[config.mk]
export PLATFORM = sky130hd
export DESIGN_NAME = rounding_pipe
export DESIGN_NICKNAME = d
export VERILOG_FILES = /design/src/rtl/rounding_pipe.sv
export SDC_FILE = /design/constraint.sdc
export NUM_CORES = 1
export LEC_CHECK = 0
export ABC_AREA = 1
export CAP_MARGIN = 40
export CORE_UTILIZATION = 48
export CTS_CLUSTER_SIZE = 10
export DETAILED_ROUTE_END_ITERATION = 7
export PLACE_DENSITY = 0.72
export SYNTH_ARGS = -nofsm -noshare
export SYNTH_HDL_FRONTEND = slang
export SYNTH_SLANG_ARGS = --single-unit
[constraint.sdc]
create_clock -name clk -period 2 [get_ports clk]
set_input_delay 0.6 -clock clk [delete_from_list [all_inputs] [get_ports clk]]
set_output_delay 0.6 -clock clk [all_outputs]
set_load 0.1 [all_outputs]
[src/rtl/rounding_pipe.sv]
`default_nettype none
// ============================================================================
// Module      : rounding_pipe
// Description : Multi-lane pipelined fixed-point narrowing unit. Drops the
//               (IN_WIDTH-OUT_WIDTH) LSBs of each lane with a per-beat
//               rounding mode, optionally saturates on overflow, and keeps a
//               sticky saturation event counter. Valid/ready on both sides.
// Revision    : 1.0 - initial release
// ============================================================================
module rounding_pipe #(
    parameter int IN_WIDTH  = 32,
    parameter int OUT_WIDTH = 16,
    parameter int LANES     = 4,
    parameter int SIGNED    = 1,
    parameter int CNT_WIDTH = 16
) (
    input  logic                       clk,
    input  logic                       resetn,
    input  logic                       i_valid,
    output logic                       i_ready,
    input  logic [LANES*IN_WIDTH-1:0]  i_data,
    input  logic [1:0]                 i_mode,
    input  logic                       i_sat_en,
    output logic                       o_valid,
    input  logic                       o_ready,
    output logic [LANES*OUT_WIDTH-1:0] o_data,
    output logic [LANES-1:0]           o_sat,
    output logic [CNT_WIDTH-1:0]       sat_count,
    input  logic                       cnt_clr
);

    localparam int D  = IN_WIDTH - OUT_WIDTH;
    localparam int EW = IN_WIDTH + 1;

    localparam logic       IS_SIGNED  = (SIGNED != 0);
    localparam logic [1:0] MODE_TRUNC = 2'b00;
    localparam logic [1:0] MODE_HALFU = 2'b01;
    localparam logic [1:0] MODE_CONV  = 2'b10;
    localparam logic [1:0] MODE_HALFA = 2'b11;

    localparam logic [EW-1:0]        C_HALF    = {{(EW-D){1'b0}}, 1'b1, {(D-1){1'b0}}};
    localparam logic [EW-1:0]        C_HALF_M1 = {{(EW-D+1){1'b0}}, {(D-1){1'b1}}};
    localparam logic [OUT_WIDTH-1:0] C_SMAX    = {1'b0, {(OUT_WIDTH-1){1'b1}}};
    localparam logic [OUT_WIDTH-1:0] C_SMIN    = {1'b1, {(OUT_WIDTH-1){1'b0}}};
    localparam logic [OUT_WIDTH-1:0] C_UMAX    = {OUT_WIDTH{1'b1}};
    localparam logic [CNT_WIDTH-1:0] C_CNT_ONE = {{(CNT_WIDTH-1){1'b0}}, 1'b1};

    // Pipeline control state
    logic                 s1_valid_d, s1_valid_q;
    logic                 s1_sat_en_d, s1_sat_en_q;
    logic                 s2_valid_d, s2_valid_q;
    logic [CNT_WIDTH-1:0] sat_count_d, sat_count_q;

    logic s2_load;
    logic s1_load;
    logic s1_take;
    logic s2_take;

    // Stage advance: each stage moves when its downstream slot frees this cycle
    always_comb begin
        s2_load = !s2_valid_q || o_ready;
        s1_load = !s1_valid_q || s2_load;
        s1_take = s1_load && i_valid;
        s2_take = s2_load && s1_valid_q;
        i_ready = s1_load;
        o_valid = s2_valid_q;
        sat_count = sat_count_q;
    end

    // Next-state for stage valids, travelling sat_en and the event counter
    always_comb begin
        s1_valid_d  = s1_load ? i_valid : s1_valid_q;
        s1_sat_en_d = s1_take ? i_sat_en : s1_sat_en_q;
        s2_valid_d  = s2_load ? s1_valid_q : s2_valid_q;
        sat_count_d = sat_count_q;
        if (cnt_clr) begin
            sat_count_d = '0;
        end else if (s2_valid_q && o_ready && (|o_sat) && !(&sat_count_q)) begin
            sat_count_d = sat_count_q + C_CNT_ONE;
        end
    end

    // Control registers; a reset discards anything in flight
    always_ff @(posedge clk or negedge resetn) begin
        if (!resetn) begin
            s1_valid_q  <= 1'b0;
            s1_sat_en_q <= 1'b0;
            s2_valid_q  <= 1'b0;
            sat_count_q <= '0;
        end else begin
            s1_valid_q  <= s1_valid_d;
            s1_sat_en_q <= s1_sat_en_d;
            s2_valid_q  <= s2_valid_d;
            sat_count_q <= sat_count_d;
        end
    end

    genvar k;
    generate
        for (k = 0; k < LANES; k++) begin : g_lane
            logic [IN_WIDTH-1:0]  lane_in;
            logic [EW-1:0]        lane_x;
            logic [EW-1:0]        lane_add;
            logic [EW-1:0]        sum_d, sum_q;
            logic [OUT_WIDTH:0]   r;
            logic                 ovf;
            logic [OUT_WIDTH-1:0] res;
            logic [OUT_WIDTH-1:0] data_d, data_q;
            logic                 sat_d, sat_q;
            logic                 lane_unused;

            // S1: extend the lane and add the rounding increment for this beat's mode
            always_comb begin
                lane_in  = i_data[k*IN_WIDTH +: IN_WIDTH];
                lane_x   = IS_SIGNED ? {lane_in[IN_WIDTH-1], lane_in} : {1'b0, lane_in};
                lane_add = '0;
                case (i_mode)
                    MODE_TRUNC: lane_add = '0;
                    MODE_HALFU: lane_add = C_HALF;
                    MODE_CONV:  lane_add = {{(EW-D){1'b0}}, lane_x[D], {(D-1){!lane_x[D]}}};
                    MODE_HALFA: lane_add = (IS_SIGNED && lane_x[EW-1]) ? C_HALF_M1 : C_HALF;
                    default:    lane_add = '0;
                endcase
                sum_d = s1_take ? (lane_x + lane_add) : sum_q;
            end

            // S2: take the kept bits, detect overflow, then clamp or wrap
            always_comb begin
                r   = sum_q[IN_WIDTH:D];
                ovf = IS_SIGNED ? (r[OUT_WIDTH] != r[OUT_WIDTH-1]) : r[OUT_WIDTH];
                res = r[OUT_WIDTH-1:0];
                if (ovf && s1_sat_en_q) begin
                    if (IS_SIGNED) begin
                        res = r[OUT_WIDTH] ? C_SMIN : C_SMAX;
                    end else begin
                        res = C_UMAX;
                    end
                end
                data_d = s2_take ? res : data_q;
                sat_d  = s2_take ? ovf : sat_q;
            end

            // The dropped fraction bits only matter through the carry they produced
            assign lane_unused = ^sum_q[D-1:0];

            assign o_data[k*OUT_WIDTH +: OUT_WIDTH] = data_q;
            assign o_sat[k]                         = sat_q;

            // Per-lane datapath registers; outputs hold while the stage is stalled
            always_ff @(posedge clk or negedge resetn) begin
                if (!resetn) begin
                    sum_q  <= '0;
                    data_q <= '0;
                    sat_q  <= 1'b0;
                end else begin
                    sum_q  <= sum_d;
                    data_q <= data_d;
                    sat_q  <= sat_d;
                end
            end
        end
    endgenerate

endmodule
`default_nettype wire
== Word-level counts from Yosys, hierarchy flattened ==
Cells that the tools add are included.
Storage, ports and cells
  input bits: 136
  word-level logic and storage cells: 68
  memories: 0
  RAM bits: 0
  memory bits (read-only): 0
  latch bits: 0
  register bits after elaboration: 219
Operators by class
  shift-type cells: 0
  $mul: 0
  equality and inequality tests: 7
  magnitude comparators: 0
  div/mod/pow operators: 0
  add/subtract/negate cells: 5
  multiplexer cells: 18
  bitwise logic cells: 0
  reductions and logical operators: 22
Operators by type and width (number)
  $pmux W33 S4: 4
  $mux W16: 14
  $add A33 B33 Y33: 4
  $add A16 B1 Y16 const B: 1
  $reduce_and A16 Y1: 1
  $logic_and A1 B1 Y1: 9
  $logic_not A1 Y1: 7
  $eq A2 B2 Y1 const B: 2
  $ne A1 B1 Y1: 4
  $reduce_or A4 Y1: 1
  $eq A2 B1 Y1 const B: 1
  $logic_not A2 Y1: 1
  $logic_or A1 B1 Y1: 2
  $reduce_bool A2 Y1: 1

== Depth between registers and ports, before layout ==
Gate-level depths: netlist of the first run.
  word-level depth: 5
  depth in mapped cells: 16
  mapped depth without buffers: 16

== Least setup slack after synthesis of the first run ==
No wires, ideal clock.
  path kind: register to register
  start: register s2_valid_q, in the netlist o_valid
  end: register s1_valid_q
  arrival time: 3.063 ns
  period minus slack after synthesis: 3.225 ns
  setup slack: -1.225 ns
  required time: 1.838 ns
  buffers on the path: 2
  cell stages (with the launch flop): 6
  cell sequence: dfrtp_1 nand3_1 nand2_1 buf_6 clkbuf_1 nand2_1
Between the ends
  word-level cells in the longest chain between the ends: 3
Ends and longest elaborated chain
  start: declaration: RTL line 51  | logic s2_valid_d, s2_valid_q;
  start signal: assignment: RTL line 93  | s2_valid_q <= s2_valid_d;
  $logic_not A1 Y1: RTL line 61  | s2_load = !s2_valid_q || o_ready;
  $logic_or A1 B1 Y1: RTL line 61
  $logic_or A1 B1 Y1: RTL line 62  | s1_load = !s1_valid_q || s2_load;
  via i_ready: RTL line 20  | output logic i_ready,
  end signal: assignment: RTL line 91  | s1_valid_q <= s1_valid_d;
  end: declaration: RTL line 49  | logic s1_valid_d, s1_valid_q;
The timed path passes the listed nets, and every way through them passes these cells.
A chain may end at the register's enable or synchronous reset.

== Worst setup path after layout of the first run ==
  start: input port i_data[95]
  end: register g_lane[2].sum_q[18]
Between the ends
  word-level cells in the longest chain between the ends: 3
Ends and longest elaborated chain
  start: declaration: RTL line 21  | input logic [LANES*IN_WIDTH-1:0] i_data,
  $mux W16: RTL line 121  | MODE_HALFA: lane_add = (IS_SIGNED && lane_x[EW-1]) ? C_HALF_M1 : C_HALF;
  $pmux W33 S4: RTL line 117  | case (i_mode)
  $add A33 B33 Y33: RTL line 124  | sum_d = s1_take ? (lane_x + lane_add) : sum_q;
  end signal: assignment: RTL line 156  | sum_q <= sum_d;
  end: declaration: RTL line 104  | logic [EW-1:0] sum_d, sum_q;
No other way between the ends. The select of a mux whose other input is x is not followed.

==> summary.md, run 1 <==
| Metric | Value |
|---|---|
| Wire per inst | `22.3 um` |
| Fin nets | `2,368` |
| Die footprint | `23,800 um2` |
| Slew Limit Fails | `0` |
| Top_reg_cell synth | `dfrtp_1` |
| CTS tree | `done` |
| Global-route usage over all layers | `0.361` |
| DRC | `1` |
| Final hold vios | `0` |
| Setup violators final | `68` |
| Placer Congestion | `0.948` |
| Most frequent cell after synthesis | `nand2_1` |
| Io pins | `222` |
| Worst R2R Setup Slack | `210 ps` |
| First-pass GRT wire length | `68,400 um` |
| Worst path required time | `2320 ps` |
| Die W | `154 um` |
| Root Driver | `clkbuf_16` |
| Fmax | `369 MHz` |
| Post-synth cell types | `41` |
| Post-route antenna net violation count | `0` |
| Core Box Area | `22,700 um2` |
| Worst slew pin tran | `813 ps` |
| Clock latency on the worst-skew pair | `440 ps` |
| Top delay family on crit path | `compound AO/OA/AOI/OAI gates` |
| Layout cells sized above 1 | `0.394` |
| Worst stage delay on the critical path | `270 ps` |
| Most instantiated cells after synthesis | `nand2_1, nor2_1, inv_1, dfrtp_1, nand3_1` |
| Num CTS Buffers | `17` |
| RSZ-0062 raised after global routing | `true` |
| Ys Warns | `0` |
| Crit Path Category | `input pin to flip-flop` |
| I/O Buffers | `221` |
| Die height | `154 um` |
| Cell breakdown of the critical path | `clkdlybuf4s15_2, inv_2, o22ai_4, buf_12, ha_4, a21o_1, a21oi_2, nor2_1, o21ai_1, nand3_2, nor2_1, nor2_1, nand2_1, nand2_1` |
| Mapped Cells | `1,696` |
| Pre-CTS setup slack | `-1400 ps` |
| CP Launch Type | `input pin` |
| Iter 0 DRT Violations | `1,989` |
| Buffer and inverter count on the worst path | `3` |
| FP Rows | `55` |
| Syn Nets | `1,893` |
| CP dominant cell by count | `nor2_1` |
| Initial antenna violation count | `1` |
| Pleak | `9.28 nW` |
| Failing checks | `DRC, setup timing` |
| Critical-path top delay cell | `o21ai_1` |
| Max-Slew Margin vs Limit | `0.453` |
| Final wirelength | `55,200 um` |
| Layout Skew | `11.4 ps` |
| Max Cap Viol | `0` |
| Htree depth | `4` |
| Yosys top cell area share | `0.349` |
| N_diodes | `0` |
| Routed via count | `15,676` |
| Clk buf depth | `2` |
| Starting Density | `0.490` |
| Clock Sinks | `155` |
| Final HPWL DP | `27,900 um` |
| Vias in the first global route | `13,980` |
| FF+latch count, synth | `155` |
| Crit. End Element | `flip-flop` |
| Via density | `6.35` |
| DRT Pass-1 Iters | `8` |
| Post-Syn Area | `11,100 um2` |
| Status | `complete, but fails checks` |
| Worst flop-to-flop path startpoint | `sat_count[0]` |
| Mapped Avg Cell Area | `6.56 um2` |
| Clock slew seen by the registers of the worst setup and hold paths | `70 ps` |
| Crit-path max FO | `7` |
| Post-synthesis sequential area ratio | `0.349` |
| Data arrival, critical path | `3030 ps` |
| Total gr overflow | `0` |
| Area grow syn2layout | `80.2%` |
| # placed instances | `2,367` |
| Hold Crit Class | `input pin to async pin` |
| Non-filler instance count after layout | `2,469` |
| Top post-synthesis cells by area | `dfrtp_1, nand2_1, nor2_1` |
| # hold bufs at CTS | `0` |
| Setup slack after layout | `-707 ps` |
| Crit path from | `i_data[95]` |
| Final period util | `1.35` |
| Post-synth top area cell | `dfrtp_1` |
| PD cells | `961 nW/um2` |
| Max IR drop VDD | `1.29 mV` |
| Post-synth EDFFs | `0` |
| Async set-reset flop share out of synthesis | `1.00` |
| Minimum clock period | `2710 ps` |
| Largest net degree at the start of global routing | `70` |
==> area by class of cell <==
cell class | instances | area (um2)
sequential | 155 | 3880
clock buffer | 20 | 447
multi-input combinational | 1318 | 9040
timing repair buffer | 490 | 5430
fill | 1027 | 2660
inverter | 189 | 733
clock inverter | 12 | 158
tap | 285 | 357
==> cell families (layout without fill, tap and decap cells) <==
| group | after synthesis | count (layout) | synth area share |
|---|---|---|---|
| AND/OR/NAND/NOR | 1022 | 1025 | 0.384 |
| flip-flops | 155 | 155 | 0.349 |
| AO/OA/AOI/OAI | 224 | 225 | 0.113 |
| adder cells (fa/ha/maj) | 61 | 61 | 0.0686 |
| XOR/XNOR | 7 | 7 | 0.00551 |
| buffers and inverters | 227 | 711 | 0.0805 |
==> cell usage in the layout (no fill, tap or decap), types with 15 or more instances in the layout <==
cell type / instances
buf_6: 36
buf_12: 102
nor2_4: 28
nand3_4: 19
nand4_1: 35
nand3_1: 54
nand3_2: 61
nand2_1: 434
o21ai_0: 27
inv_1: 153
buf_4: 218
nor2_2: 46
clkbuf_16: 18
nand2_4: 40
a21oi_1: 79
clkdlybuf4s50_1: 123
o21ai_1: 16
nor3_1: 27
ha_4: 59
dfrtp_1: 154
nor2_1: 153
a21oi_2: 28
a21o_1: 15
inv_2: 27
nand2_2: 84
==> path summary, 6_finish.rpt <==
kind,endpoint,depth (start not counted)
min in group clk,g_lane[3].sum_q[26],2
worst max register to register,sat_count[9],10
worst min-delay path,g_lane[1].sum_q[17],1
worst min register to register,g_lane[3].sum_q[26],2
max in group asynchronous,g_lane[0].data_q[12],2
worst max-delay path,g_lane[2].sum_q[18],14
==> where the power goes <==
part	total, mW	internal [mW]	switching, mW
logic	11.1	4.02	7.09
registers	4.75	3.89	0.860
clock network	3.40	1.91	1.49
==> registers in the layout, summed over array words and instances (netlist names) <==
| name | flops |
|---|---|
| s1_sat_en_q | 1 |
| o_valid | 1 |
| g_lane.sum_q | 68 |
| sat_count | 16 |
| g_lane.sat_q | 4 |
| g_lane.data_q | 64 |
| s1_valid_q | 1 |
==> through the flow <==
step                utilization  TNS [ps]  total power, mW  cell area [um2]  hold slack [ps]
floorplan                     -    -22990             10.2            11400              304
global placement          0.715    -91790             14.3            16200              463
detailed placement        0.715    -97440             14.4            16200              465
CTS                       0.826    -13030             18.3            18800             19.1
global route              0.883    -32980             19.8            20000             27.0
finish                    0.883    -28270             19.3            20000             22.5
==> routing by layer <==
layer,GRT usage,up-vias,share of wire
met1,0.438,7266,0.34
met5,0,-,0
li1,-,6484,-
met2,0.624,1415,0.46
met4,0.169,0,0.089
met3,0.0622,511,0.11
==> timing repair <==
| item | 4_1_cts | 5_1_grt |
|---|---|---|
| pin swaps | 126 | 172 |
| resized for setup | 375 | 274 |
| buffers inserted | 38 | 28 |
| cloned | 5 | 0 |
| setup endpoints to repair | 69 | 68 |
No activity file was read; power rests on OpenSTA's default activity.
==> run 2, diff against run 1 <==
--- a/config.mk
+++ b/config.mk
@@ -6,7 +6,7 @@
 export NUM_CORES = 1
 export LEC_CHECK = 0
 export ABC_AREA = 1
-export CAP_MARGIN = 40
+export CAP_MARGIN = 15
 export CORE_UTILIZATION = 48
 export CTS_CLUSTER_SIZE = 10
 export DETAILED_ROUTE_END_ITERATION = 7
==> results of run 2 <==
The final DEF is identical to that of run 1; final timing and power are the same.
